**config.mk**
```make
export PLATFORM = sky130hd
export DESIGN_NAME = ad_spi_multich
export DESIGN_NICKNAME = d
export VERILOG_FILES = /design/src/rtl/ad_spi_multich.sv
export SDC_FILE = /design/constraint.sdc
export NUM_CORES = 1
export LEC_CHECK = 0
export BUFFER_PORTS_ARGS = -buffer_cell sky130_fd_sc_hd__buf_2
export CAP_MARGIN = 10
export CELL_PAD_IN_SITES_DETAIL_PLACEMENT = 0
export CELL_PAD_IN_SITES_GLOBAL_PLACEMENT = 2
export CORE_MARGIN = 2
export CORE_UTILIZATION = 33
export CTS_BUF_LIST = sky130_fd_sc_hd__clkbuf_16
export DETAILED_ROUTE_END_ITERATION = 16
export MAX_ROUTING_LAYER = met4
export PLACE_DENSITY_LB_ADDON = 0.1
export SYNTH_ARGS = -nofsm -noshare
export SYNTH_HDL_FRONTEND = slang
export SYNTH_SLANG_ARGS = --single-unit
```
**constraint.sdc**
```tcl
create_clock -name clk_i -period 2.1 [get_ports clk_i]
set_clock_uncertainty 0.2 [all_clocks]
set_input_delay 0.315 -clock clk_i [delete_from_list [all_inputs] [get_ports clk_i]]
set_output_delay 0.315 -clock clk_i [all_outputs]
set_load 0.02 [all_outputs]
```
**src/rtl/ad_spi_multich.sv**
```systemverilog
// Multi-channel serial-ADC front end: generates SCLK/CNVST, shifts samples in MSB-first and
// emits them tagged with their channel. Define AD_AVG_EN to average 2**AVG_LOG2 conversions per output.
module ad_spi_multich #(
    parameter int CLK_DIV  = 4,
    parameter int DATA_W   = 12,
    parameter int LATENCY  = 4,
    parameter int CONV_GAP = 31,
    parameter int N_CH     = 2,
    parameter int AVG_LOG2 = 2,
    localparam int CH_W    = (N_CH > 1) ? $clog2(N_CH) : 1
) (
    input  logic              clk_i,
    input  logic              rst_ni,
    input  logic              start_i,
    input  logic              cont_i,
    input  logic              sdo_i,
    output logic              cnvst_o,
    output logic              sclk_o,
    output logic              cs_o,
    output logic [CH_W-1:0]   sel_o,
    output logic [DATA_W-1:0] data_o,
    output logic [CH_W-1:0]   ch_o,
    output logic              valid_o,
    output logic              busy_o
);

    localparam int DIV_W   = (CLK_DIV > 1) ? $clog2(CLK_DIV) : 1;
    localparam int MAX_CNT = (CONV_GAP > LATENCY) ? ((CONV_GAP > DATA_W) ? CONV_GAP : DATA_W)
                                                  : ((LATENCY > DATA_W) ? LATENCY : DATA_W);
    localparam int CNT_W   = $clog2(MAX_CNT);

    localparam logic [DIV_W-1:0] DIV_LAST   = DIV_W'(CLK_DIV - 1);
    localparam logic [CNT_W-1:0] GAP_LAST   = CNT_W'(CONV_GAP - 1);
    localparam logic [CNT_W-1:0] LAT_LAST   = CNT_W'((LATENCY > 0) ? LATENCY - 1 : 0);
    localparam logic [CNT_W-1:0] SHIFT_LAST = CNT_W'(DATA_W - 1);
    localparam logic [CH_W-1:0]  CH_LAST    = CH_W'(N_CH - 1);

    typedef enum logic [1:0] {IDLE, GAP, LAT, SHIFT} state_t;

    state_t              state_q;
    logic [DIV_W-1:0]    div_q;
    logic [CNT_W-1:0]    cnt_q;
    logic                sclk_q;
    logic                cnvst_q;
    logic                valid_q;
    logic [CH_W-1:0]     sel_q;
    logic [CH_W-1:0]     ch_q;
    logic [DATA_W-1:0]   data_q;
    logic [DATA_W-2:0]   shift_q;

    logic                riseTick;
    logic [DATA_W-1:0]   sampleWord;
    logic                emit;
    logic [DATA_W-1:0]   emitData;

    // A rise tick is the clk edge on which sclk goes 0->1; it is the only point where the ADC is sampled.
    assign riseTick   = (state_q != IDLE) && (div_q == DIV_LAST) && !sclk_q;
    assign sampleWord = {shift_q, sdo_i};

`ifdef AD_AVG_EN
    localparam int AVG_W = (AVG_LOG2 > 0) ? AVG_LOG2 : 1;
    localparam int SUM_W = DATA_W + AVG_LOG2;
    localparam logic [AVG_W-1:0] AVG_LAST = AVG_W'((1 << AVG_LOG2) - 1);

    logic [AVG_W-1:0] avgCnt_q;
    logic [SUM_W-1:0] acc_q;
    logic [SUM_W-1:0] sum;

    assign sum      = acc_q + SUM_W'(sampleWord);
    assign emit     = (avgCnt_q == AVG_LAST);
    assign emitData = sum[SUM_W-1:AVG_LOG2];
`else
    assign emit     = 1'b1;
    assign emitData = sampleWord;
`endif

    always_ff @(posedge clk_i or negedge rst_ni) begin
        if (!rst_ni) begin
            state_q  <= IDLE;
            div_q    <= '0;
            cnt_q    <= '0;
            sclk_q   <= 1'b0;
            cnvst_q  <= 1'b1;
            valid_q  <= 1'b0;
            sel_q    <= '0;
            ch_q     <= '0;
            data_q   <= '0;
            shift_q  <= '0;
`ifdef AD_AVG_EN
            avgCnt_q <= '0;
            acc_q    <= '0;
`endif
        end else begin
            valid_q <= 1'b0;
            if (state_q == IDLE) begin
                div_q  <= '0;
                sclk_q <= 1'b0;
                if (start_i) begin
                    state_q <= GAP;
                    cnt_q   <= '0;
                    cnvst_q <= 1'b1;
                end
            end else begin
                if (div_q == DIV_LAST) begin
                    div_q  <= '0;
                    sclk_q <= ~sclk_q;
                end else begin
                    div_q <= div_q + 1'b1;
                end

                if (riseTick) begin
                    case (state_q)
                        GAP: begin
                            if (cnt_q == GAP_LAST) begin
                                cnt_q   <= '0;
                                cnvst_q <= 1'b0;
                                state_q <= (LATENCY == 0) ? SHIFT : LAT;
                            end else begin
                                cnt_q <= cnt_q + 1'b1;
                            end
                        end
                        LAT: begin
                            if (cnt_q == LAT_LAST) begin
                                cnt_q   <= '0;
                                state_q <= SHIFT;
                            end else begin
                                cnt_q <= cnt_q + 1'b1;
                            end
                        end
                        SHIFT: begin
                            shift_q <= sampleWord[DATA_W-2:0];
                            if (cnt_q == SHIFT_LAST) begin
                                cnt_q   <= '0;
                                cnvst_q <= 1'b1;
`ifdef AD_AVG_EN
                                acc_q    <= emit ? '0 : sum;
                                avgCnt_q <= emit ? '0 : avgCnt_q + 1'b1;
`endif
                                if (emit) begin
                                    data_q  <= emitData;
                                    ch_q    <= sel_q;
                                    valid_q <= 1'b1;
                                    sel_q   <= (sel_q == CH_LAST) ? '0 : sel_q + 1'b1;
                                end
                                // Stopping is only possible once a result has actually been emitted.
                                if (emit && !cont_i) begin
                                    state_q <= IDLE;
                                    sclk_q  <= 1'b0;
                                    div_q   <= '0;
                                end else begin
                                    state_q <= GAP;
                                end
                            end else begin
                                cnt_q <= cnt_q + 1'b1;
                            end
                        end
                        default: state_q <= IDLE;
                    endcase
                end
            end
        end
    end

    assign cnvst_o = cnvst_q;
    assign sclk_o  = sclk_q;
    assign cs_o    = 1'b0;
    assign sel_o   = sel_q;
    assign data_o  = data_q;
    assign ch_o    = ch_q;
    assign valid_o = valid_q;
    assign busy_o  = (state_q != IDLE);

endmodule
```
==> flow_summary.rst <==
.. list-table::
   :header-rows: 1

   * - Metric
     - Value
   * - Hold Path Cell Cnt
     - 3
   * - Dominant cell type by count on the critical path
     - sky130_fd_sc_hd__a31o_1
   * - Routed WL per cell
     - approximately 14 microns
   * - Arrival time of the worst setup path
     - between 2 and 2.5 ns
   * - Number of flip-flops and latches in the synthesized netlist
     - 37
   * - Routed via count divided by cell count
     - ~4.8
   * - Layout net count
     - about 210
   * - Post-DP HPWL
     - roughly 2.5 mm
   * - Slowest Stage Delay on Critical Path
     - just over 0.4 ns
   * - Row Count
     - 26
   * - Class of the most critical setup path
     - register to register
   * - Die Area
     - 5840 sq um
   * - Length in cells of the worst reg-to-reg path
     - 6
   * - Maximum clock frequency
     - ~0.5 GHz
   * - Number of warnings printed during yosys synthesis
     - 0
   * - Initial DRT Pass Iterations
     - 4
   * - Critical-path top delay cell
     - sky130_fd_sc_hd__or3b_4
   * - Post-Syn Area
     - between 1500 and 2000 sq um
   * - Smallest hold slack
     - around 0.048 ns
   * - Number of antenna violations at the first check in global routing
     - 0
   * - Origin of the critical flop-to-flop path
     - state_q[1]$_DFFE_PN0P_
   * - Finished Core Util
     - a little over two fifths
   * - First-pass GRT wire length
     - around 6.6 mm
   * - Static leakage
     - approximately 1.1 nW
   * - Critical Path RT
     - around 2.1 ns
   * - Count of buffers inserted at the top-level ports
     - 22
   * - Final Critical Period
     - a little over 2 ns
   * - Status
     - complete, no violations
   * - Area of the core
     - between 5000 and 6000 sq um
   * - Sort of element at the end of the critical path
     - register
   * - Mapped Nets
     - between 150 and 200
   * - GRT Resource Usage Total
     - between 10% and 20%
   * - Number of sinks handled by clock tree synthesis
     - 37
   * - Sequential share of the synthesized area
     - a little over half
   * - Number of distinct library cell variants in the gate-level netlist after synthesis
     - 38
   * - Routed via count
     - approximately 1,300
   * - Power per Cell Area
     - 1080 nW/um^2
   * - Gpl congestion
     - around 0.81
   * - I/O Pins
     - 24
   * - CP Launch Point
     - state_q[1]$_DFFE_PN0P_
   * - Post-route ant nets
     - 0
   * - Count of inserted antenna diode cells
     - 0
   * - Maximum number of pins on one net before global-route repair
     - 38
   * - Worst VDD drop
     - approximately 480 uV
   * - Worst hold path endpoint
     - data_o[0]$_DFFE_PN0P_
   * - Number of pins with negative max-slew slack in the final report
     - 0
   * - Total Routed Length
     - between 3 and 4 mm
   * - Via count of the first global-routing pass
     - around 1,400
   * - HP Class
     - input pin to register
   * - Die outline height
     - approximately 76 microns
   * - 1st-iter DRT viols
     - 64
   * - Crit share post-route
     - between 90% and 100%
   * - Ratio of cells with drive above 1 in the final layout
     - a little over a third
   * - Number of design rule violations left after detail routing
     - 0
   * - Root cell of the clock tree
     - sky130_fd_sc_hd__clkbuf_16
   * - Final number of hold-violating endpoints
     - 0
   * - Initial cell density of the core
     - about a third
   * - CTS tree
     - done
   * - Unrepaired setup endpoints after global routing
     - true
   * - # setup viols final
     - 0
   * - Post-synthesis area per instance
     - 10.8 sq um
   * - Gate Count Post-Synth
     - between 150 and 200
   * - Horizontal die dimension
     - 76.4 microns
   * - Kind of launch point of the worst setup path
     - register
   * - Reg2reg end
     - cnt_q[3]$_DFFE_PN0P_
   * - Clock-pin transition on the worst setup and hold timing paths
     - 0.06 ns
   * - Maximum clock insertion buffer count
     - 2
   * - H-tree depth
     - 2
   * - Total of max-cap violations
     - 0
   * - Worst reg2reg setup slack
     - ~0.048 ns
   * - CTS Buf Count
     - 5
   * - Grt total ovfl
     - 0
   * - Origin of the worst min-delay path
     - sdo_i
   * - Crit path max fanout
     - 4
   * - Cell Chain, Critical Path
     - inv_1, ha_2, or3b_4, or2_4, a31o_1, a31o_1
   * - Clock latency at the later pin of the worst-skew pair
     - about 0.27 ns
   * - Area growth syn-to-layout
     - 26.1%
## routing by layer
| layer | up-vias | track usage (%) | routed length, microns |
|---|---|---|---|
| met1 | 629 | 16.4 | 1660 |
| met5 | - | - | 0 |
| met4 | 0 | 7.45 | 65 |
| li1 | 625 | - | - |
| met3 | 8 | 3.79 | 116 |
| met2 | 21 | 23.5 | 1900 |
## sequential cells by signal (all words and copies together), names as in the netlist
| signal | cells |
|---|---|
| cnt_q | 5 |
| ch_o | 1 |
| state_q | 2 |
| sclk_o | 1 |
| cnvst_o | 1 |
| sel_o | 1 |
| valid_o | 1 |
| div_q | 2 |
| data_o | 12 |
| shift_q | 11 |
## report_power, final
group / internal (W) / switching (W)
Clock: 0.000429 / 0.000272
Sequential: 0.000808 / 0.0000800
Combinational: 0.000348 / 0.000416
Total: 0.00158 / 0.000768
## final cells by class
cell class / instances / area (sq um)
Fill cell: 514 / 2890
Sequential cell: 37 / 927
Multi-Input combinational cell: 112 / 782
Timing Repair Buffer: 35 / 225
Clock buffer: 5 / 125
Tap cell: 70 / 87.6
Inverter: 5 / 22.5
Clock inverter: 3 / 12.5
## how the worst max path moves through the flow
stage	end	slack, ns	cells past startpoint
6_report	cnt_q[3]$_DFFE_PN0P_	0.05	6
2_1_floorplan	cnt_q[3]$_DFFE_PN0P_	0.08	6
3_5_place_dp	state_q[1]$_DFFE_PN0P_	-0.05	6
3_3_place_gp	state_q[1]$_DFFE_PN0P_	0.04	6
5_1_grt	state_q[1]$_DFFE_PN0P_	-0.02	6
4_1_cts	cnt_q[3]$_DFFE_PN0P_	0.02	6
## layout by cell type, fill, tap and decap left out, types with 3 or more instances in the layout
master | netlist | routed
sky130_fd_sc_hd__buf_2 | 4 | 22
sky130_fd_sc_hd__nor2_1 | 6 | 5
sky130_fd_sc_hd__ha_1 | 7 | 5
sky130_fd_sc_hd__dfrtp_1 | 36 | 36
sky130_fd_sc_hd__mux2_2 | 13 | 13
sky130_fd_sc_hd__clkbuf_16 | 0 | 5
sky130_fd_sc_hd__inv_1 | 5 | 3
sky130_fd_sc_hd__a21oi_1 | 3 | 3
sky130_fd_sc_hd__nand2_1 | 42 | 41
sky130_fd_sc_hd__buf_4 | 2 | 9
## cell families after synthesis
| kind of cell | after synthesis | synth area share [%] |
|---|---|---|
| AOI/OAI and AO/OA | 22 | 10.2 |
| xor gates and xnor gates | 2 | 1.01 |
| adders and majority gates | 7 | 5.06 |
| buffers and inverters | 11 | 3.11 |
| DFF | 37 | 53.6 |
| muxes | 13 | 8.46 |
| other | 1 | 0.217 |
| and+or+nand+nor | 67 | 18.4 |
## metrics by stage
step	power, W	worst slack [ns]	TNS, ns	instance area [sq um]	std cells
finish	0.00235	0.0483	0	2180	267
global route	0.00251	-0.0238	-0.0396	2180	267
CTS	0.00232	0.0212	0	2140	267
detailed placement	0.00157	-0.0531	-0.161	1950	253
global placement	0.00153	0.0362	0	1950	253
floorplan	0.00135	0.0815	0	1730	160
## synth_stat cells
library cell	n	share of area, %
sky130_fd_sc_hd__or2_4	1	0.51
sky130_fd_sc_hd__a31o_1	2	1.0
sky130_fd_sc_hd__nor4_1	2	0.72
sky130_fd_sc_hd__nand3_1	2	0.58
sky130_fd_sc_hd__inv_1	5	1.1
sky130_fd_sc_hd__xnor2_1	2	1.0
sky130_fd_sc_hd__a21oi_1	3	0.87
sky130_fd_sc_hd__and2_1	2	0.72
sky130_fd_sc_hd__o31ai_1	1	0.43
sky130_fd_sc_hd__a22oi_4	1	1.2
sky130_fd_sc_hd__a31oi_1	2	0.72
sky130_fd_sc_hd__o22ai_1	1	0.36
sky130_fd_sc_hd__o21a_1	2	0.87
sky130_fd_sc_hd__nand4_1	1	0.36
sky130_fd_sc_hd__o21ai_0	2	0.58
sky130_fd_sc_hd__or3b_4	1	0.65
sky130_fd_sc_hd__nor4bb_1	1	0.58
sky130_fd_sc_hd__a311oi_1	1	0.51
sky130_fd_sc_hd__nor3b_1	2	0.87
sky130_fd_sc_hd__o2111ai_1	1	0.51
sky130_fd_sc_hd__and3_1	2	0.72
sky130_fd_sc_hd__mux2_2	13	8.5
sky130_fd_sc_hd__a211oi_1	1	0.43
sky130_fd_sc_hd__nand2_1	42	9.1
sky130_fd_sc_hd__a32o_1	2	1.2
sky130_fd_sc_hd__dfrtp_1	36	52
sky130_fd_sc_hd__nand4bb_1	1	0.65
sky130_fd_sc_hd__o211a_1	1	0.58
sky130_fd_sc_hd__conb_1	1	0.22
sky130_fd_sc_hd__and4bb_2	1	0.72
sky130_fd_sc_hd__a31o_2	1	0.51
sky130_fd_sc_hd__a21boi_0	1	0.43
sky130_fd_sc_hd__nor2_1	6	1.3
sky130_fd_sc_hd__dfstp_2	1	1.5
sky130_fd_sc_hd__nor3_1	3	0.87
sky130_fd_sc_hd__buf_2	4	1.2
sky130_fd_sc_hd__ha_1	7	5.1
sky130_fd_sc_hd__buf_4	2	0.87
## worst max-delay path: cells and delay by family (launching register included)
| family | cells | cell delay, ns |
|---|---|---|
| buffers and inverters | 1 | 0.08 |
| and+or+nand+nor | 2 | 0.69 |
| adders and majority gates | 1 | 0.18 |
| DFF | 1 | 0.39 |
| AOI/OAI and AO/OA | 2 | 0.38 |
## repair_timing
item,in CTS,in global routing
hold buffers,1,0
buffers inserted,5,0
gates resized for setup,2,13
endpoints found under the setup margin,11,25
pin swaps,2,2
endpoints found under the hold margin,36,0
Power figures use the tool's default switching activity.
